--- src/rtl/comp_serial_mag.sv ---
// Serial MSB-first magnitude comparator, DIGIT bits per clock, one-hot eq/gt/lt.
// Define COMP_EARLY_EXIT_EN to finish on the first differing digit.
module comp_serial_mag #(
    parameter int WIDTH  = 16,
    parameter int DIGIT  = 1,
    parameter bit SIGNED = 1'b0
) (
    input  logic             clk,
    input  logic             rst_n,
    input  logic             in_valid,
    output logic             in_ready,
    input  logic [WIDTH-1:0] a,
    input  logic [WIDTH-1:0] b,
    output logic             out_valid,
    input  logic             out_ready,
    output logic             eq,
    output logic             gt,
    output logic             lt,
    output logic             busy
);

    localparam int N  = WIDTH / DIGIT;
    localparam int CW = (N > 1) ? $clog2(N) : 1;
    localparam logic [CW-1:0] LAST = CW'(N - 1);
    localparam logic [WIDTH-1:0] MSB_MASK =
        SIGNED ? (WIDTH'(1) << (WIDTH - 1)) : '0;

    typedef enum logic [1:0] {IDLE, RUN, DONE} state_t;
    typedef enum logic [1:0] {D_UND, D_LT, D_GT} dec_t;

    state_t           state_q, state_d;
    dec_t             dec_q, dec_d, dec_step;
    logic [WIDTH-1:0] a_q, a_d, b_q, b_d;
    logic [CW-1:0]    cnt_q, cnt_d;
    logic             eq_q, eq_d, gt_q, gt_d, lt_q, lt_d;
    logic [DIGIT-1:0] da, db;
    logic             finish;

    assign da = a_q[WIDTH-1 -: DIGIT];
    assign db = b_q[WIDTH-1 -: DIGIT];

    // The first unequal digit decides; later digits cannot change it.
    always_comb begin
        dec_step = dec_q;
        if (dec_q == D_UND) begin
            if (da > db)
                dec_step = D_GT;
            else if (da < db)
                dec_step = D_LT;
        end
    end

    always_comb begin
        state_d = state_q;
        dec_d   = dec_q;
        a_d     = a_q;
        b_d     = b_q;
        cnt_d   = cnt_q;
        eq_d    = eq_q;
        gt_d    = gt_q;
        lt_d    = lt_q;
        finish  = 1'b0;
        unique case (state_q)
            IDLE: begin
                if (in_valid) begin
                    // Flipping the sign bit maps two's complement onto unsigned order
                    a_d     = a ^ MSB_MASK;
                    b_d     = b ^ MSB_MASK;
                    dec_d   = D_UND;
                    cnt_d   = '0;
                    state_d = RUN;
                end
            end
            RUN: begin
                a_d    = a_q << DIGIT;
                b_d    = b_q << DIGIT;
                cnt_d  = cnt_q + CW'(1);
                dec_d  = dec_step;
                finish = (cnt_q == LAST);
`ifdef COMP_EARLY_EXIT_EN
                if (dec_q == D_UND && dec_step != D_UND)
                    finish = 1'b1;
`endif
                if (finish) begin
                    state_d = DONE;
                    eq_d    = (dec_step == D_UND);
                    gt_d    = (dec_step == D_GT);
                    lt_d    = (dec_step == D_LT);
                end
            end
            DONE: begin
                if (out_ready) begin
                    state_d = IDLE;
                    eq_d    = 1'b0;
                    gt_d    = 1'b0;
                    lt_d    = 1'b0;
                end
            end
            default: state_d = IDLE;
        endcase
    end

    always_ff @(posedge clk or negedge rst_n) begin
        if (!rst_n) begin
            state_q <= IDLE;
            dec_q   <= D_UND;
            a_q     <= '0;
            b_q     <= '0;
            cnt_q   <= '0;
            eq_q    <= 1'b0;
            gt_q    <= 1'b0;
            lt_q    <= 1'b0;
        end else begin
            state_q <= state_d;
            dec_q   <= dec_d;
            a_q     <= a_d;
            b_q     <= b_d;
            cnt_q   <= cnt_d;
            eq_q    <= eq_d;
            gt_q    <= gt_d;
            lt_q    <= lt_d;
        end
    end

    assign in_ready  = (state_q == IDLE);
    assign out_valid = (state_q == DONE);
    assign busy      = (state_q != IDLE);
    assign eq        = eq_q;
    assign gt        = gt_q;
    assign lt        = lt_q;

endmodule
--- config.mk ---
export PLATFORM = sky130hd
export DESIGN_NAME = comp_serial_mag
export DESIGN_NICKNAME = d
export VERILOG_FILES = /design/src/rtl/comp_serial_mag.sv
export SDC_FILE = /design/constraint.sdc
export NUM_CORES = 1
export LEC_CHECK = 0
export BUFFER_PORTS_ARGS = -buffer_cell sky130_fd_sc_hd__buf_2
export CAP_MARGIN = 5
export CELL_PAD_IN_SITES_DETAIL_PLACEMENT = 0
export CELL_PAD_IN_SITES_GLOBAL_PLACEMENT = 1
export CORE_MARGIN = 3
export CORE_UTILIZATION = 25
export DETAILED_ROUTE_END_ITERATION = 12
export PLACE_DENSITY_LB_ADDON = 0.1
export SLEW_MARGIN = 0
export SYNTH_ARGS = -nofsm -noshare
export SYNTH_HDL_FRONTEND = slang
export SYNTH_SLANG_ARGS = --single-unit
export TNS_END_PERCENT = 10
--- constraint.sdc ---
create_clock -name clk -period 1.2 [get_ports clk]
set_input_delay 0.12 -clock clk [delete_from_list [all_inputs] [get_ports clk]]
set_output_delay 0.12 -clock clk [all_outputs]
set_load 0.05 [all_outputs]
### Word-level counts from Yosys, hierarchy flattened

Index checks and enable logic that the tools add are counted.

| word-level totals | value |
|---|---|
| bits in registers | 43 |
| input port bits | 36 |
| output and inout port bits | 6 |
| word-level logic and storage cells | 50 |

| operators by class | value |
|---|---|
| add/subtract/negate cells | 1 |
| $lt $le $gt $ge | 2 |
| eq/ne operators | 8 |
| mux-type cells | 22 |
| reductions and logical operators | 9 |

Operators by type and width:

| kind | count |
|---|---|
| $pmux W16 S2 | 2 |
| $mux W16 | 2 |
| $mux W2 | 7 |
| $pmux W4 S2 | 1 |
| $logic_not A2 Y1 | 3 |
| $pmux W1 S2 | 3 |
| $pmux W2 S3 | 1 |
| $reduce_and A3 Y1 | 2 |
| $reduce_bool A2 Y1 | 3 |
| $add A4 B1 Y4 const B | 1 |
| $eq A2 B1 Y1 const B | 2 |
| $eq A2 B2 Y1 const B | 2 |
| $eq A4 B4 Y1 const B | 1 |
| $mux W1 | 4 |
| $mux W4 | 1 |
| $ne A2 B2 Y1 const B | 2 |
| $pmux W2 S2 | 1 |
| $ne A2 B1 Y1 const B | 1 |
| $reduce_and A2 Y1 | 1 |
| $gt A1 B1 Y1 | 1 |
| $lt A1 B1 Y1 | 1 |

### Depth between registers and ports, before layout

Gate-level depths: netlist (run 1).

| depth | value |
|---|---|
| depth after elaboration | 7 |
| mapped depth | 5 |
| gate-level depth less buffers | 5 |

### Worst setup path after synthesis (run 1)

Ideal clock, no wire load.

| timing | value |
|---|---|
| path type | reg-to-output |
| start point | reg state_q[0] |
| end point | out in_ready |
| arrival time | 1756 ps |
| required time | 1080 ps |
| setup slack | -676 ps |
| stages on the path, launching flop included | 6 |
| buffers on the path | 2 |
| cell sequence | dfrtp_1 buf_2 inv_1 clkbuf_1 nand2_1 inv_1 |

| between the ends | value |
|---|---|
| word-level cells in the longest chain between the ends | 1 |

RTL lines:

| what | RTL line | RTL |
|---|---|---|
| start, declared | 31 | `state_t state_q, state_d;` |
| start signal, assigned | 114 | `state_q <= state_d;` |
| $logic_not A2 Y1 | 125 | `assign in_ready = (state_q == IDLE);` |
| end, declared | 11 | `output logic in_ready,` |

Every way passes these cells.

### Final worst setup path (run 1)

| timing | value |
|---|---|
| start point | reg state_q[1] |
| end point | out in_ready |

Same word-level chain as after synthesis.

==> results of run 1 <==
metrics by stage:
step	TNS (ns)	area (sq um)	power (W)
after floorplan	-1.175	2085	0.004173
after global routing	-5.776	2864	0.006846
after global placement	-2.308	2577	0.005070
after CTS	-3.095	2788	0.006164
final	-2.509	2864	0.006309
after detailed placement	-3.488	2577	0.005082
layout make-up:
cell class                 instances  area share, %
sequential                        43          37.61
clock inverter                     1         0.1747
inverter                           7          1.442
clock buffer                       7          2.665
timing repair buffer              83          20.75
multi-input combinational        136          32.90
tap                              102          4.456
worst reg2reg max path: stages, from the launching register on:
cell and delay, ns:
dfrtp_2 0.44, clkinvlp_4 0.17, buf_4 0.20, buf_4 0.16, o22ai_1 0.17, a21oi_1 0.06
cell families after synthesis:
group / after synthesis / share of synthesized area (%)
buffers and inverters: 24 / 5.097
AOI/OAI and AO/OA: 102 / 32.13
muxes: 1 / 0.4972
DFF: 43 / 53.45
and+or+nand+nor: 30 / 6.961
adders and majority gates: 3 / 1.865
report_power, final:
part	total, W	switching [W]	leakage [nW]	internal, W
clock	0.000929	0.000519	0.0422	0.000410
sequential	0.00250	0.000432	0.529	0.00207
combinational	0.00288	0.00150	0.661	0.00138
total	0.00631	0.00245	1.23	0.00385
flip-flops by register name, indices dropped and copies added, names as in the netlist:
signal	count
eq	1
a_q	16
dec_q	2
b_q	16
lt	1
gt	1
cnt_q	4
state_q	2
synthesized netlist by cell type:
| master | n |
|---|---|
| dfrtp_1 | 43 |
| o22ai_1 | 38 |
| a21oi_1 | 23 |
| nand2_1 | 16 |
| o21ai_0 | 16 |
| a22oi_1 | 11 |
| buf_2 | 10 |
| clkbuf_1 | 7 |
| inv_1 | 7 |
| nor2b_1 | 4 |
| ha_1 | 3 |
| nand3_1 | 3 |
| o211ai_1 | 3 |
| nand2b_1 | 2 |
| nor2_1 | 2 |
| o31ai_1 | 2 |
| o41ai_1 | 2 |
| o41ai_2 | 2 |
| a22o_1 | 1 |
| a32o_1 | 1 |
| a41oi_1 | 1 |
| mux2i_1 | 1 |
| nand3b_1 | 1 |
| o21bai_1 | 1 |
| o311ai_0 | 1 |
| or2_1 | 1 |
| or3_1 | 1 |
path summary, 6_finish.rpt:
kind | from | endpoint | depth (start not counted)
setup reg to reg | state_q[1] | a_q[14] | 5
hold reg to reg | b_q[7] | b_q[7] | 2
min in group asynchronous | rst_n | dec_q[0] | 3
max in group asynchronous | rst_n | state_q[1] | 3
setup / recovery | state_q[1] | in_ready | 4
hold / removal | b[0] | b_q[0] | 2
routing by layer:
layer	track usage (%)	routed length, microns	vias to the layer above
met4	3.199	43	0
met5	0	0	-
li1	-	-	924
met1	19.49	2794	914
met2	21.31	2686	39
met3	3.284	244	4
timing repair:
item / in CTS / in global routing
gates resized for setup: 24 / 15
hold endpoints to repair: 43 / 1
setup endpoints to repair: 39 / 45
hold buffers: 1 / 1
pin swaps: 0 / 3
setup buffers: 6 / 0
==> results.yml, run 1 <==
outcome:
  status: "finished with violations"
  violations: "setup timing"
critical_path:
  crit_chain: "clkinvlp_4 -> nand2_8 -> clkinvlp_4 -> buf_8"
  path_delay_family: "flip-flops"
  cpPeakStageDelay_ns: 0.44
  cpMostUsedCell: "clkinvlp_4"
  worstSetupPathType: "reg -> out"
  crit_buf_inv: 3
  crit_required_ns: 1.08
  r2r_slack_ns: -0.11
  cp.arrival_ns: 1.24
  start_kind: "flop"
  critPathCaptureType: "output pin"
  slowest_stage: "dfrtp_2"
  critPathMaxFanout: 6
clock_tree:
  htreeDepth: 2
  cts_buffer_depth: 2
  cts-root-buf: "clkbuf_8"
  numCtsBuffers: 5
  clock_latency_ns: 0.29
  cts.sinks: 43
  clk_pin_slew_ns: 0.08
  cts_tree: "built"
yosys:
  yosysWarnings: 0
  syn_avg_cell_area_sq_um: 9.917
  synth_top_area_cell: "dfrtp_1"
  netlist_instances: 203
  synthesis.area_sq_um: 2013
  synth-seq-cells: 43
  yosys.cell_types.count: 27
  syn_nets: 242
  synthTopCellsByArea: "dfrtp_1, o22ai_1, a21oi_1"
  seq_area_frac_synth_pct: 53.45
  synth_top_area_share_pct: 53.45
floorplanning:
  die_area_sq_um: 9165
  die_y_microns: 95.74
  die-width_microns: 95.74
  rows: 32
  initial_core_util_pct: 25.92
  io_pins: 42
  core_area_sq_um: 7767
placement:
  dp_hpwl_microns: 3949
  gp_congestion: 0.7036
  place_ws_ns: -0.1335
  numPlacedInstances: 363
  io_buffers: 41
global_routing:
  grt_overflow: 0
  grt_max_degree: 44
  grt_use_total_pct: 13.77
  antenna_found_initial: 0
  first_global_vias: 1937
  grt_pass1_wl_microns: 9770
layout:
  multi_input_area_sq_um: 942.2
  layout_common_cells: "dfrtp_1, buf_2, o22ai_1, buf_4, a21oi_1"
  seqCellArea_sq_um: 1077
  utilization_pct: 36.87
  stdcell_count: 379
  syn2layout_area_growth_pct: 42.26
  drive_gt1_share_pct: 38.27
  final_nets: 315
  fillers: 833
  n_antenna_cell: 0
  final_common_cell: "dfrtp_1"
flow_run:
  cap_violations: 0
sta:
  final_hold_viol_count: 0
  whs_ns: 0.07485
  final.min_clock_period_ns: 1.361
  worst_pin_slew_ns: 0.2655
  rsz0062_at_grt: "true"
  report.final.slew_viol_count: 0
  fmax_mhz: 734.7
  post-route-period-util_pct: 113.4
  max_slew_margin_pct: 82.07
  setup_viol: 38
  fin_ws_ns: -0.1611
  clock_skew_ns: 0.003547
drt:
  drtIter0Drc: 80
  vias: 1881
  drtAntennaViolNets: 0
  wire_per_inst_microns: 15.22
  totalWireLength_microns: 5769
  first_pass_iters: 4
  avgViaCountPerCell: 4.963
  detail_route.drc_violations: 0
power:
  p_leak_nw: 1.232
  powerDensity_nw_per_um2: 2203
  ir_worst_vdd_uv: 703.8
worst_hold_path:
  worst_hold_path_type: "in -> reg"
(Power assumes the default switching activity.)
==> run 2, diff against run 1 <==
--- a/config.mk
+++ b/config.mk
@@ -5,6 +5,7 @@
 export SDC_FILE = /design/constraint.sdc
 export NUM_CORES = 1
 export LEC_CHECK = 0
+export ABC_AREA = 0
 export BUFFER_PORTS_ARGS = -buffer_cell sky130_fd_sc_hd__buf_2
 export CAP_MARGIN = 5
 export CELL_PAD_IN_SITES_DETAIL_PLACEMENT = 0
==> constraint.sdc (replaced) <==
create_clock -name clk -period 1.6 [get_ports clk]
set_input_delay 0.08 -clock clk [delete_from_list [all_inputs] [get_ports clk]]
set_output_delay 0.08 -clock clk [all_outputs]
set_load 0.05 [all_outputs]
==> results.yml, run 2 (synthesis gave the netlist of run 1 again) <==
layout:
  layout_common_cells: "dfrtp_1, o22ai_1, buf_2, a21oi_1"
  fin_area_sq_um: 2576
  reg_top3: "a_q: 16 flops, b_q: 16 flops, cnt_q: 4 flops"
  final_nets: 293
  seqCellArea_sq_um: 1077
  multi_input_area_sq_um: 837.1
  drive_gt1_share_pct: 28.63
  n_antenna_cell: 0
  utilization_pct: 33.17
  fillers: 816
  syn2layout_area_growth_pct: 27.97
  final_common_cell: "dfrtp_1"
critical_path:
  cp.arrival_ns: 1.45
  r2r_cells: 4
  crit_required_ns: 1.52
  start_kind: "flop"
  reg2reg_to: "lt"
  critPathMaxFanout: 8
  r2r-start: "cnt_q[0]"
  r2r_slack_ns: 0.16
  worstSetupPathType: "reg -> out"
  critPathCaptureType: "output pin"
placement:
  place_ws_ns: 0.1569
  io_buffers: 41
  place_area_sq_um: 2429
  gp_congestion: 0.7600
  dp_hpwl_microns: 3902
drt:
  detail_route.drc_violations: 0
  first_pass_iters: 4
  drtAntennaViolNets: 0
  drtIter0Drc: 52
  avgViaCountPerCell: 4.924
  wire_per_inst_microns: 15.55
  totalWireLength_microns: 5552
  vias: 1758
clock_tree:
  cts_tree: "built"
  cts_buffer_depth: 2
  clock_latency_ns: 0.30
  clk_pin_slew_ns: 0.09
  numCtsBuffers: 5
  cts.sinks: 43
  htreeDepth: 2
  cts-root-buf: "clkbuf_8"
floorplanning:
  die-width_microns: 95.74
  die_area_sq_um: 9165
  core_area_sq_um: 7767
  rows: 32
  io_pins: 42
  initial_core_util_pct: 25.92
  die_y_microns: 95.74
worst_hold_path:
  worst_hold_path_type: "in -> reg"
  min_path_cells: 2
  hold_end: "b_q[0]"
  hold_start: "b[0]"
power:
  ir_worst_vdd_uv: 486.5
  powerDensity_nw_per_um2: 1699
  p_leak_nw: 1.095
  p_total_w: 0.004377
sta:
  worst_pin_slew_ns: 0.4711
  fmax_mhz: 652.4
  final.min_clock_period_ns: 1.533
  setup_viol: 0
  rsz0062_at_grt: "false"
  fin_ws_ns: 0.06710
  post-route-period-util_pct: 95.81
  final_hold_viol_count: 0
  clock_skew_ns: 0.009705
  whs_ns: 0.03366
  report.final.slew_viol_count: 0
  max_slew_margin_pct: 68.59
flow_run:
  cap_violations: 0
global_routing:
  antenna_found_initial: 0
  grt_max_degree: 26
  first_global_vias: 1732
  grt_pass1_wl_microns: 8935
  grt_overflow: 0
  grt_use_total_pct: 12.57
outcome:
  status: "completed"
## run 2: critical path: stages (launching register included)
cell,delay [ns]
dfrtp_2,0.45
buf_4,0.18
nor2b_1,0.15
buf_4,0.15
clkbuf_4,0.22
## run 2: cell type report
| class | count | area share [%] |
|---|---|---|
| clock buffers | 8 | 3.885 |
| well taps | 102 | 4.954 |
| inverters | 7 | 1.457 |
| repair buffers | 61 | 15.40 |
| multi-input cells | 136 | 32.49 |
| flip-flops and latches | 43 | 41.82 |
## run 2: per-layer routing
metal	global-route usage (%)	share of wire, %	up-vias
met1	18.70	50	837
li1	-	-	878
met3	2.580	4.3	5
met5	0	0	-
met4	3.199	0.83	0
met2	18.53	45	38
## run 2: repair_timing
item / 4_1_cts / 5_1_grt
resized for setup: 1 / 6
hold buffers: 2 / 0
setup buffers: 0 / 1
endpoints found under the setup margin: 1 / 3
hold endpoints to repair: 19 / 0
## run 2: power breakdown
| part | switching (W) | total (W) | internal, W | leakage [nW] |
|---|---|---|---|---|
| Combinational | 0.000946 | 0.00167 | 0.000720 | 0.514 |
| Sequential | 0.000378 | 0.00193 | 0.00155 | 0.530 |
| Clock | 0.000388 | 0.000783 | 0.000395 | 0.0515 |
| Total | 0.00171 | 0.00438 | 0.00267 | 1.10 |
## run 2: how the worst max path moves through the flow
| stage | start | to | slack, ns | cells after the start |
|---|---|---|---|---|
| final | state_q[0] | out_valid | 0.07 | 4 |
| after detailed placement | cnt_q[0] | lt | 0.16 | 4 |
| after floorplan | state_q[0] | eq | -0.04 | 3 |
| after global placement | cnt_q[0] | lt | 0.19 | 4 |
| after global routing | state_q[0] | in_ready | 0.02 | 5 |
| after CTS | state_q[0] | in_ready | -0.005 | 5 |
## run 2: stage by stage
stage	setup TNS (ns)	cells
6_report	0	357
5_1_grt	0	357
4_1_cts	-0.005190	356
3_5_place_dp	0	346
3_3_place_gp	0	346
2_1_floorplan	-0.03533	203
==> run 3, diff against run 2 <==
--- a/config.mk
+++ b/config.mk
@@ -14,6 +14,7 @@
 export CORE_UTILIZATION = 25
 export DETAILED_ROUTE_END_ITERATION = 12
 export PLACE_DENSITY_LB_ADDON = 0.1
+export RECOVER_POWER = 25
 export SLEW_MARGIN = 0
 export SYNTH_ARGS = -nofsm -noshare
 export SYNTH_HDL_FRONTEND = slang
==> constraint.sdc (replaced) <==
create_clock -name clk -period 1.9 [get_ports clk]
set_input_delay 0.095 -clock clk [delete_from_list [all_inputs] [get_ports clk]]
set_output_delay 0.095 -clock clk [all_outputs]
set_load 0.05 [all_outputs]
==> results.yml, run 3 (synthesis gave the netlist of run 1 again) <==
critical_path:
  crit_required_ns: 1.80
  slowest_stage: "dfrtp_1"
  critPathCaptureType: "output pin"
  cpPeakStageDelay_ns: 0.44
  worstSetupPathType: "reg -> out"
  start_kind: "flop"
  r2r-start: "cnt_q[0]"
  startpoint: "state_q[0]"
  critPathMaxFanout: 18
  crit_buf_inv: 2
  crit_chain: "buf_4 -> nor2b_1 -> buf_2"
  cp.arrival_ns: 1.62
  path_delay_family: "buffers and inverters"
layout:
  final_nets: 287
  n_antenna_cell: 0
  final_common_cell: "dfrtp_1"
  layout_common_cells: "dfrtp_1, buf_2, o22ai_1, a21oi_1"
  utilization_pct: 32.02
  reg_top3: "a_q: 16 flops, b_q: 16 flops, cnt_q: 4 flops"
  syn2layout_area_growth_pct: 23.56
  drive_gt1_share_pct: 24.90
sta:
  clock_skew_ns: 0.005864
  worst_pin_slew_ns: 1.335
  final_hold_viol_count: 0
  post-route-period-util_pct: 90.37
  report.final.slew_viol_count: 0
  setup_viol: 0
  rsz0062_at_grt: "false"
  fmax_mhz: 582.4
  final.min_clock_period_ns: 1.717
  tns_ns: 0
  max_slew_margin_pct: 11.01
power:
  powerDensity_nw_per_um2: 1435
  p_total_w: 0.003569
  p_seq_share_pct: 45.5
  intPower_w: 0.002125
  p_leak_nw: 1.073
  sw_frac_of_total_pct: 40.46
  pwr-share-comb_pct: 38.0
  p_sw_w: 0.001444
  clockPowerShare_pct: 16.5
  ir_worst_vdd_uv: 367.3
floorplanning:
  die-width_microns: 95.74
  initial_core_util_pct: 25.92
  die_y_microns: 95.74
  core_area_sq_um: 7767
  io_pins: 42
  die_area_sq_um: 9165
  rows: 32
worst_hold_path:
  hold_start: "b[0]"
  worst_hold_path_type: "in -> reg"
placement:
  dp_hpwl_microns: 3865
  io_buffers: 41
  gp_congestion: 0.7164
clock_tree:
  cts-root-buf: "clkbuf_8"
  numCtsBuffers: 5
  cts_tree: "built"
  cts_buffer_depth: 2
  postCtsSetupRepairBufs: 0
  cts.repair.resized: 0
  clock_latency_ns: 0.30
  cts.sinks: 43
  cts_hold_buf: 2
  htreeDepth: 2
  clk_pin_slew_ns: 0.09
drt:
  wire_per_inst_microns: 16.34
  detail_route.drc_violations: 0
  totalWireLength_microns: 5735
  avgViaCountPerCell: 5.006
  first_pass_iters: 6
  vias: 1757
  drtIter0Drc: 66
  drtAntennaViolNets: 0
global_routing:
  first_global_vias: 1802
  grt_max_degree: 24
  antenna_found_initial: 0
  grt_use_total_pct: 13.39
  grt_overflow: 0
  grt_pass1_wl_microns: 9487
outcome:
  status: "completed"
flow_run:
  cap_violations: 0
## run 3: changes by cell type in the layout (fill, tap and decap cells not counted)
cell	delta
dfrtp_2	-1
nand2_2	-1
clkinv_2	+3
clkinvlp_4	-3
clkbuf_8	-2
dfrtp_1	+1
buf_4	-6
inv_1	+3
nand2_1	+1
buf_6	-1
buf_2	+2
clkbuf_4	-2
## run 3: layout make-up
type	instances	area, sq um
Timing Repair Buffer	55	339.1
Clock buffer	5	68.82
Clock inverter	3	15.01
Sequential cell	43	1076
Fill cell	826	5280
Tap cell	102	127.6
Multi-Input combinational cell	136	834.6
Inverter	7	26.28
## run 3: worst paths after layout
kind                             endpoint  slack [ns]  cells after the start
min in group asynchronous              gt        0.61                      2
worst max-delay path            out_valid        0.18                      3
worst min register to register     b_q[9]        0.49                      2
max in group asynchronous          a_q[1]        0.50                      2
worst min-delay path               b_q[0]        0.04                      2
worst max register to register         gt        0.42                      4
## run 3: power by group through the flow
stage          sequential [W]  combinational, W  clock (W)
2_1_floorplan         0.00165          0.000919          0
3_3_place_gp          0.00166           0.00136          0
3_5_place_dp          0.00164           0.00136          0
4_1_cts               0.00163           0.00137   0.000608
5_1_grt               0.00169           0.00153   0.000644
6_report              0.00162           0.00135   0.000589
## run 3: stage by stage
step	area (sq um)	cells	hold WS [ns]	setup WS, ns
3_3_place_gp	2385	341	0.1327	0.4779
6_report	2487	351	0.04319	0.1830
4_1_cts	2489	351	0.03512	0.1865
5_1_grt	2487	351	0.03829	0.08825
2_1_floorplan	2013	203	-0.2006	0.04941
3_5_place_dp	2385	341	0.1148	0.4545
## run 3: layer usage
metal  wire length [microns]  track usage, %  up-vias
li1                        -               -      863
met1                    2858           19.44      855
met2                    2622           20.44       35
met3                     214           2.737        4
met4                      40           3.199        0
met5                       0               0        -
## run 3: worst reg2reg max path, cell delays in order, from the launching register on
cell	delay, ns
dfrtp_1	0.39
ha_1	0.23
nand3_1	0.16
or2_1	0.31
o41ai_2	0.30
